$ cat src/rtl/tm_pkg.sv
// Shared types and helpers for the class-sum accumulator: FSM states,
// saturation helper and width functions.
package tm_pkg;

  typedef enum logic [1:0] {
    ACCUM  = 2'd0,
    ARGMAX = 2'd1,
    DONE   = 2'd2
  } state_e;

  // Wide enough for any SUM_W (<=32) plus one guard bit, so add+clamp never wraps.
  localparam int WIDE_W = 33;

  function automatic int idx_w(input int n);
    return (n > 1) ? $clog2(n) : 1;
  endfunction

  // Signed delta width covering -clauses/2..+clauses/2.
  function automatic int delta_w(input int clauses);
    return $clog2(clauses / 2) + 2;
  endfunction

  function automatic logic signed [WIDE_W-1:0] clamp_sum(
    input logic signed [WIDE_W-1:0] v,
    input int                       t
  );
    logic signed [WIDE_W-1:0] lim;
    lim = WIDE_W'(t);
    if (v > lim)  return lim;
    if (v < -lim) return -lim;
    return v;
  endfunction

endpackage

$ cat src/rtl/clause_vote_diff.sv
// Per-class vote difference: even-index clauses vote for, odd-index vote against.
module clause_vote_diff
  import tm_pkg::*;
#(
  parameter int CLAUSES = 32
) (
  input  logic [CLAUSES-1:0]                 votes,
  output logic signed [delta_w(CLAUSES)-1:0] delta
);

  localparam int DW = delta_w(CLAUSES);

  always_comb begin
    delta = '0;
    for (int i = 0; i < CLAUSES; i++)
      if (votes[i]) delta = i[0] ? delta - DW'(1) : delta + DW'(1);
  end

endmodule

$ cat src/rtl/multi_class_sum.sv
// Accumulates saturating per-class vote sums over a sample of beats, then
// scans the classes one per cycle to find the winner.
module multi_class_sum
  import tm_pkg::*;
#(
  parameter int NUM_CLASSES = 4,
  parameter int CLAUSES     = 32,
  parameter int SUM_W       = 16,
  parameter int CLAMP_T     = 2**(SUM_W-1)-1
) (
  input  logic                           clk,
  input  logic                           rst_flag,
  input  logic                           in_valid,
  output logic                           in_ready,
  input  logic                           in_last,
  input  logic [NUM_CLASSES*CLAUSES-1:0] clause_output,
  output logic                           out_valid,
  input  logic                           out_ready,
  output logic [NUM_CLASSES*SUM_W-1:0]   class_sums,
  output logic [$clog2(NUM_CLASSES)-1:0] pred_class,
  output logic [SUM_W-1:0]               pred_sum
);

  localparam int IW = $clog2(NUM_CLASSES);
  localparam int DW = delta_w(CLAUSES);

  state_e                             state;
  logic [NUM_CLASSES-1:0][SUM_W-1:0]  sums;
  logic [NUM_CLASSES-1:0][SUM_W-1:0]  nxt_sum;
  logic [NUM_CLASSES-1:0][DW-1:0]     delta;
  logic [IW-1:0]                      cnt;
  logic [IW-1:0]                      best_idx;
  logic [SUM_W-1:0]                   best_sum;

  for (genvar c = 0; c < NUM_CLASSES; c++) begin : g_cls
    logic signed [WIDE_W-1:0] wide;

    clause_vote_diff #(.CLAUSES(CLAUSES)) u_vote (
      .votes (clause_output[c*CLAUSES +: CLAUSES]),
      .delta (delta[c])
    );

    assign wide       = clamp_sum(WIDE_W'($signed(sums[c])) + WIDE_W'($signed(delta[c])), CLAMP_T);
    assign nxt_sum[c] = wide[SUM_W-1:0];
  end

  always_ff @(posedge clk or posedge rst_flag) begin
    if (rst_flag) begin
      state     <= ACCUM;
      sums      <= '0;
      cnt       <= '0;
      best_idx  <= '0;
      best_sum  <= '0;
      out_valid <= 1'b0;
    end else begin
      case (state)
        ACCUM: begin
          if (in_valid) begin
            sums <= nxt_sum;
            if (in_last) begin
              state <= ARGMAX;
              cnt   <= '0;
            end
          end
        end
        ARGMAX: begin
          // Class 0 seeds the best; later classes need a strict win so ties keep the lower index.
          if (cnt == '0 || $signed(sums[cnt]) > $signed(best_sum)) begin
            best_idx <= cnt;
            best_sum <= sums[cnt];
          end
          if (cnt == IW'(NUM_CLASSES-1)) begin
            state     <= DONE;
            out_valid <= 1'b1;
          end else begin
            cnt <= cnt + IW'(1);
          end
        end
        DONE: begin
          if (out_ready) begin
            state     <= ACCUM;
            out_valid <= 1'b0;
            sums      <= '0;
          end
        end
        default: state <= ACCUM;
      endcase
    end
  end

  assign in_ready   = (state == ACCUM);
  assign class_sums = sums;
  assign pred_class = best_idx;
  assign pred_sum   = best_sum;

endmodule

$ cat config.mk
export PLATFORM = sky130hd
export DESIGN_NAME = multi_class_sum
export DESIGN_NICKNAME = d
export VERILOG_FILES = /design/src/rtl/tm_pkg.sv /design/src/rtl/clause_vote_diff.sv /design/src/rtl/multi_class_sum.sv
export SDC_FILE = /design/constraint.sdc
export NUM_CORES = 1
export LEC_CHECK = 0
export CORE_MARGIN = 2
export CORE_UTILIZATION = 70
export DETAILED_ROUTE_END_ITERATION = 7
export DONT_BUFFER_PORTS = 1
export GPL_TIMING_DRIVEN = 0
export PLACE_DENSITY = 0.86
export RECOVER_POWER = 25
export SLEW_MARGIN = 25
export SYNTH_ARGS = -nofsm -noshare
export SYNTH_HDL_FRONTEND = slang
export SYNTH_HIERARCHICAL = 1
export SYNTH_SLANG_ARGS = --single-unit
$ cat constraint.sdc
create_clock -name clk -period 10.75 [get_ports clk]
set_input_delay 1.6125 -clock clk [delete_from_list [all_inputs] [get_ports clk]]
set_output_delay 1.6125 -clock clk [all_outputs]
set_load 0.05 [all_outputs]
==> results of run 1 <==
## kinds of logic after synthesis
group	count (synthesis)
adder cells (fa/ha/maj)	219
AND/OR/NAND/NOR	1535
AO/OA/AOI/OAI	1102
flip-flops	87
multiplexers	112
XOR/XNOR	542
buffers and inverters	383
## timing repair
item | CTS
setup buffers | 297
gates cloned | 8
gates resized for setup | 295
pin swaps | 248
endpoints found under the setup margin | 64
## cell usage after synthesis (all sizes together) (70+ instances only)
library cell | count | area share
nand2 | 450 | 0.055
xnor2 | 368 | 0.14
nor2 | 289 | 0.036
a21oi | 243 | 0.041
ha | 206 | 0.085
o21ai | 199 | 0.035
inv | 198 | 0.025
nand3 | 190 | 0.031
clkbuf | 131 | 0.018
xor2 | 122 | 0.039
nor3 | 112 | 0.018
dfrtp | 87 | 0.071
mux2i | 74 | 0.024
nor3b | 70 | 0.019
## stage by stage
| stage | TNS, ns | cell area, um^2 | util |
|---|---|---|---|
| after floorplan | -358.29 | 31600 | - |
| after global placement | -455.09 | 32300 | 0.752 |
| after detailed placement | -473.50 | 32400 | 0.753 |
| after CTS | -359.06 | 36500 | 0.850 |
## per-layer routing
metal / overflow / global-route usage
met4: 2 / 0.547
met5: 1 / 0.415
met3: 1 / 0.563
met1: 0 / 0.684
met2: 2 / 0.828
==> key figures, run 1 <==
Die
  • Die X-Extent: 213 um
  • Top Ports: 217
  • Die Ht: roughly 210 um
  • Cell row count: between 70 and 80
  • Initial core utilization: 0.709

Synthesis
  • Synth async-reset ratio: 1.00
  • Top FF cell, synth: dfrtp_1
  • Mux cell area share after synthesis: 0.0443
  • Main combinational cell family by area after synthesis: compound AO/OA/AOI/OAI gates
  • Compound-gate portion of the synthesized area: 0.258
  • Area share of fa/ha/maj cells after synthesis: 0.0915
  • Distinct cells, synth: 142
  • Syn_nets: 4327
  • Post-synthesis sequential area ratio: 0.0714
  • Cells after Synth: 3980
  • Post-synthesis register bit count: 87
  • Warning count from the yosys run: 6
  • Area of the mapped netlist: 0.0305 mm^2
  • Post-Synth XOR/XNOR Area: 0.224
  • Mean area per synthesized cell: 7.66 um^2
  • Synth Area in Simple Gates: 0.257
  • Post-synth EDFFs: 0

Timing
  • Worst EP kind: register data pin
  • Worst setup endpoint GRT: class_sums[33]$_DFFE_PP0P_/D

Run status
  • Stop err: [ERROR GRT-0232] Routing congestion too high. Check the congestion heatmap in the GUI.
  • Stopping stage: global routing
  • Status: did not finish

GRT
  • Total grt overflow: 6
  • Overall Global Routing Usage: 0.673
  • Pin count of the biggest net entering global routing: 69

Place
  • HPWL Detailed: 62.3 mm
  • Pre-CTS setup slack: -7.97 ns
  • IO buf count: 0
  • Dpl cells: 4566
  • RePlAce Congestion: 0.975

Clocking
  • Deepest clock path buffer count: 2
  • Sink Count: 87
  • H-tree levels: 3
  • Root buffer selected by CTS: clkbuf_16
  • Number of CTS-inserted buffers: 9
  • Post-CTS Hold Buffers: 0
==> run 2: changes to the inputs <==
--- a/config.mk
+++ b/config.mk
@@ -6,11 +6,11 @@
 export NUM_CORES = 1
 export LEC_CHECK = 0
 export CORE_MARGIN = 2
-export CORE_UTILIZATION = 70
+export CORE_UTILIZATION = 40
 export DETAILED_ROUTE_END_ITERATION = 7
 export DONT_BUFFER_PORTS = 1
 export GPL_TIMING_DRIVEN = 0
-export PLACE_DENSITY = 0.86
+export PLACE_DENSITY_LB_ADDON = 0.15
 export RECOVER_POWER = 25
 export SLEW_MARGIN = 25
 export SYNTH_ARGS = -nofsm -noshare
==> run 2 against run 1 <==
The flow now finishes, with violations (capacitance limit, slew limit, setup timing). Synthesized cell count unchanged. Synthesized area unchanged.
==> key figures, run 2 <==
Place
  • IO buf count: 0
  • HPWL Detailed: 68.8 mm
  • RePlAce Congestion: 0.935
  • Dpl cells: 4959
  • Pre-CTS setup slack: -8.06 ns

Layout
  • Fin cells: 5409
  • NumNets Final: 4772
  • Max reg flops: 64
  • Fill cell count: 7150
  • Area growth from synthesis to layout: 29.0%
  • Final core utilization: 0.519
  • Share of layout cells above drive strength 1: 0.297
  • Commonest cells after routing, fill and taps aside: nand2_1, buf_4, nor2_1
  • Most common cell after layout, fill and taps aside: nand2_1

Run status
  • Violated checks: capacitance limit, slew limit, setup timing
  • Status: complete, but fails checks

Clocking
  • CTS clk-pin slew, worst paths: 0.07 ns
  • Post-CTS Hold Buffers: 0
  • Number of CTS-inserted buffers: 9
  • TritonCTS clock tree: yes
  • Deepest clock path buffer count: 2
  • Worst-Skew Late Latency: 0.35 ns
  • Sink Count: 87
  • H-tree levels: 3
  • Root buffer selected by CTS: clkbuf_16

Synthesis
  • Area of the mapped netlist: 0.0305 mm^2
  • Mean area per synthesized cell: 7.66 um^2
  • Warning count from the yosys run: 6
  • Cells after Synth: 3980
  • Synth async-reset ratio: 1.00
  • Synth area leaders: ha_1, xnor2_1, dfrtp_1
  • Top FF cell, synth: dfrtp_1
  • Distinct cells, synth: 142
  • Leading area contributor after synthesis: ha_1
  • Post-synthesis register bit count: 87
  • Post-synthesis sequential area ratio: 0.0714
  • Synth cell count leaders: nand2_1, nor2_1, xnor2_1, a21oi_1, ha_1
  • Post-synth EDFFs: 0
  • Syn_nets: 4327
  • Count leader, synth: nand2_1
  • Synth top area share: 0.0846

Timing
  • Final worst slack: -6.42 ns
  • Max Freq: 58.2 MHz
  • WHS: 0.609 ns
  • Worst Tran Pin Value: between 2 and 3 ns
  • Final-report hold violation count: 0
  • Fin crit share: 1.60
  • Final setup fails: 64
  • Max Slew Vio Count: 90
  • Crit path time final: 17.17 ns
  • Layout Skew: roughly 0.0077 ns
  • Slew HR: -0.810
  • RSZ-0062 raised after global routing: yes

Detailed routing
  • Drt wl/cell: 17.4 um
  • Via count: 31200
  • DRT iter0 DRCs: 1856
  • DR vias/cell: roughly 5.8
  • Pre-antenna DRT Iters: 5
  • Final wirelength: 94.2 mm
  • Post-route antenna net violation count: 0
  • DRC: 0

Die
  • Top Ports: 217
  • Core Area: 0.0757 mm^2
  • Initial core utilization: 0.403
  • Cell row count: ~100
  • Die X-Extent: 280 um
  • Die Ht: 280 um
  • Full die area: 0.0784 mm^2

Worst setup path
  • Slowest cell on crit path: fa_2
  • Crit path arrival time: 17.42 ns
  • CP top delay family: buffers and inverters
  • Critical path required time: between 10 and 15 ns
  • Most frequent CP cell: buf_4
  • Crit-path max FO: 5
  • Worst path bufs/invs: 58
  • Critical path's largest stage delay: 0.44 ns
  • Critical Path Sink Type: flop
  • Critical path class: input pin to flop
  • Nature of the critical path startpoint: input pin

GRT
  • First-pass GRT wire length: 150 mm
  • Pin count of the biggest net entering global routing: 51
  • Initial antenna violation count: 1
  • GR Util met2: 0.396
  • Vias in the first global route: between 20000 and 30000
  • Total grt overflow: 0
  • GR peak layer: met2
  • Met1 Track Usage GR: 0.288
  • GR Util met3: 0.0261
  • Overall Global Routing Usage: 0.225

Worst hold path
  • Hold Path Class: flop to flop

Job
  • Max-Cap Viols: 2
run 2: cell counts after synthesis:
No cell type changed its count.
run 2: worst paths after layout:
kind                                   startpoint             end  slack (ns)  cells after the start
worst min-delay path                     state[1]        state[1]        0.61                      2
max in group asynchronous                rst_flag  class_sums[42]        6.03                      2
worst max register to register             cnt[1]     pred_sum[7]        6.28                     13
worst max-delay path            clause_output[66]  class_sums[34]       -6.42                     98
min in group asynchronous                rst_flag    pred_sum[13]        1.55                      1
worst min register to register           state[1]        state[1]        0.61                      2
run 2: layout make-up:
type,count,area [um^2],share of cell area
Buffer,178,995,0.0253
Sequential cell,87,2180,0.0554
Timing Repair Buffer,438,3490,0.0887
Multi-Input combinational cell,3513,30300,0.772
Clock buffer,12,246,0.00627
Inverter,198,774,0.0197
Antenna cell,1,2.50,0.0000637
Tap cell,978,1220,0.0311
Clock inverter,4,53.8,0.00137
run 2: cells by family (layout without fill, tap and decap cells):
family / count (synthesis) / count (layout) / synth area share
AOI/OAI and AO/OA: 1102 / 1103 / 0.258
xor gates and xnor gates: 542 / 544 / 0.224
adders and majority gates: 219 / 219 / 0.0915
buffers and inverters: 383 / 830 / 0.0544
DFF: 87 / 87 / 0.0714
muxes: 112 / 112 / 0.0443
other: 0 / 1 / 0
and+or+nand+nor: 1535 / 1535 / 0.257
run 2: what timing repair did:
action | in CTS | in global routing
buffers inserted | 341 | 96
pin swaps | 235 | 265
endpoints found under the hold margin | 0 | 0
gates cloned | 8 | 0
resized for setup | 282 | 261
endpoints found under the setup margin | 64 | 64
run 2: per-stage QoR:
step           setup TNS [ns]  area (um^2)
3_3_place_gp          -477.83        32800
2_1_floorplan         -358.29        31600
6_report              -372.68        39300
4_1_cts               -363.71        37300
5_1_grt               -415.39        39300
3_5_place_dp          -478.16        32900
run 2: routing by layer:
layer  vias to the layer above  part of all wire  wire [um]
met5                         -                 0          0
met2                       643              0.49      46200
met3                       138             0.047       4450
li1                      15600                 -          -
met4                         0             0.024       2310
met1                     14800              0.44      41200
run 2: tightest hold or removal path: cells and delay by family (launching register included):
kind,cells,cell delay [ns]
simple gates,1,0.06
compound gates,1,0.06
flops,1,0.45
Power of run 2 is not shown: default switching activity piles up to over one toggle a cycle in this logic, so the estimate is an artifact.
==> run 3: changes to the inputs <==
--- a/config.mk
+++ b/config.mk
@@ -8,7 +8,6 @@
 export CORE_MARGIN = 2
 export CORE_UTILIZATION = 40
 export DETAILED_ROUTE_END_ITERATION = 7
-export DONT_BUFFER_PORTS = 1
 export GPL_TIMING_DRIVEN = 0
 export PLACE_DENSITY_LB_ADDON = 0.15
 export RECOVER_POWER = 25
==> run 3 against run 2 <==
The run ends with DRC, capacitance limit, slew limit, setup timing left. Register-to-register slack got worse by 0.02 ns. Via count increased by 3.9%. Final cell count increased by 4.5%. Fmax increased by 2.2%. Routed wire length increased by 1.6%. Clock-buffer cell count decreased by 2. Die area unchanged. Flip-flop and latch count unchanged. Critical path depth decreased by 11. Design area increased by 5.7%. Clock skew increased by 0.0026 ns.
==> key figures, run 3 (synthesis results as in run 2) <==
Worst setup path
  • R2r setup slk: 6.26 ns
  • Crit-path max FO: 8
  • Worst path bufs/invs: 16
  • Critical Path Sink Type: flop
  • Critical path's largest stage delay: between 0.5 and 0.6 ns
  • Crit path arrival time: roughly 17 ns
  • Critical path required time: 10.98 ns
  • Slowest cell on crit path: fa_2
  • Most frequent CP cell: ha_1
  • CP top delay family: compound AO/OA/AOI/OAI gates
  • Nature of the critical path startpoint: input pin
  • Critical path class: input pin to flop

GRT
  • Total grt overflow: 0
  • Overall Global Routing Usage: 0.228
  • Initial antenna violation count: 4
  • Pin count of the biggest net entering global routing: 55
  • GR peak layer: met2
  • GR Util met3: 0.0132
  • Met1 Track Usage GR: 0.299
  • Vias in the first global route: 30600
  • GR Util met2: 0.403
  • First-pass GRT wire length: 153 mm

Timing
  • Final worst slack: -6.05 ns
  • Final setup fails: 64
  • Crit path time final: 16.80 ns
  • Slew HR: -1.01
  • Final-report hold violation count: 0
  • Layout Skew: 0.0103 ns
  • Max Freq: 59.5 MHz
  • RSZ-0062 raised after global routing: yes
  • Max Slew Vio Count: 90
  • WHS: 0.561 ns
  • Worst Tran Pin Value: 3.02 ns
  • Fin crit share: 1.56

Worst hold path
  • Hold Path Class: flop to flop

Layout
  • FF/Latch Area: between 0.002 and 0.0025 mm^2
  • NumNets Final: between 5000 and 6000
  • Max reg flops: 64
  • Area of the multi-input gates: around 0.030 mm^2
  • Share of layout cells above drive strength 1: 0.299
  • Fill cell count: 7036
  • Most common cell after layout, fill and taps aside: buf_4
  • Commonest cells after routing, fill and taps aside: buf_4, nand2_1, nor2_1
  • Area growth from synthesis to layout: 36.4%
  • Fin cells: 5650

Die
  • Initial core utilization: 0.403
  • Cell row count: approximately 100
  • Die X-Extent: roughly 280 um
  • Die Ht: 280 um
  • Full die area: 0.0784 mm^2
  • Top Ports: 217
  • Core Area: between 0.07 and 0.08 mm^2

Place
  • HPWL Detailed: slightly below 70 mm
  • RePlAce Congestion: 0.905
  • IO buf count: 175
  • Dpl cells: 5134

Clocking
  • Post-CTS Hold Buffers: 0
  • H-tree levels: 3
  • Sink Count: 87
  • Worst-Skew Late Latency: about 0.35 ns
  • Number of CTS-inserted buffers: 9
  • Deepest clock path buffer count: 2
  • Root buffer selected by CTS: clkbuf_16
  • TritonCTS clock tree: yes
  • CTS clk-pin slew, worst paths: 0.06 ns

Detailed routing
  • Via count: 32400
  • DRT iter0 DRCs: 1940
  • DRC: 1
  • Post-route antenna net violation count: 0
  • Final wirelength: 95.6 mm
  • DR vias/cell: 5.73
  • Drt wl/cell: 16.9 um
  • Pre-antenna DRT Iters: 8

Run status
  • Status: complete, but fails checks
  • Violated checks: DRC, capacitance limit, slew limit, setup timing

Job
  • Max-Cap Viols: 2
## run 3: final cells by class
class                           instances  share of cell area
Sequential cell                        87              0.0524
Antenna cell                            3            0.000181
Timing Repair Buffer                  681               0.138
Buffer                                177              0.0244
Clock inverter                          6             0.00160
Clock buffer                           10             0.00575
Inverter                              198              0.0186
Multi-Input combinational cell       3510               0.729
Tap cell                              978              0.0294
## run 3: per-stage QoR
| stage | worst slack, ns | utilization | TNS (ns) | area [um^2] |
|---|---|---|---|---|
| after floorplan | -6.10 | - | -358.29 | 31600 |
| after global placement | -8.53 | 0.457 | -511.73 | 34600 |
| after detailed placement | -8.58 | 0.457 | -514.32 | 34600 |
| after CTS | -6.07 | 0.523 | -363.34 | 39600 |
| after global routing | -6.85 | 0.549 | -410.79 | 41500 |
| final | -6.05 | 0.549 | -367.64 | 41600 |
## run 3: tightest hold or removal path, delay by kind of cell (launching register included)
family / cells / cell delay (ns)
DFF: 1 / 0.37
AOI/OAI and AO/OA: 1 / 0.09
and+or+nand+nor: 1 / 0.07
## run 3: final timing paths
check                                  start              to  cells after the start
min in group asynchronous           rst_flag    pred_sum[14]                      2
max                        clause_output[66]  class_sums[33]                     87
min                            pred_class[1]   pred_class[1]                      2
min reg2reg                    pred_class[1]   pred_class[1]                      2
max reg2reg                           cnt[1]     pred_sum[5]                     13
max in group asynchronous           rst_flag  class_sums[20]                      3
## run 3: metal layers
layer  wire length [um]  part of all wire  vias up
met5                 27           0.00028        -
met4               2650             0.028        4
met3               3160             0.033      173
met2              46700              0.49      743
met1              43100              0.45    15400
li1                   -                 -    16100
## run 3: what timing repair did
action,4_1_cts,5_1_grt
resized for setup,361,251
endpoints found under the hold margin,0,0
buffers inserted,411,97
cloned,4,1
endpoints found under the setup margin,64,64
pin swaps,279,280
Power of run 3 is left out for the same reason.
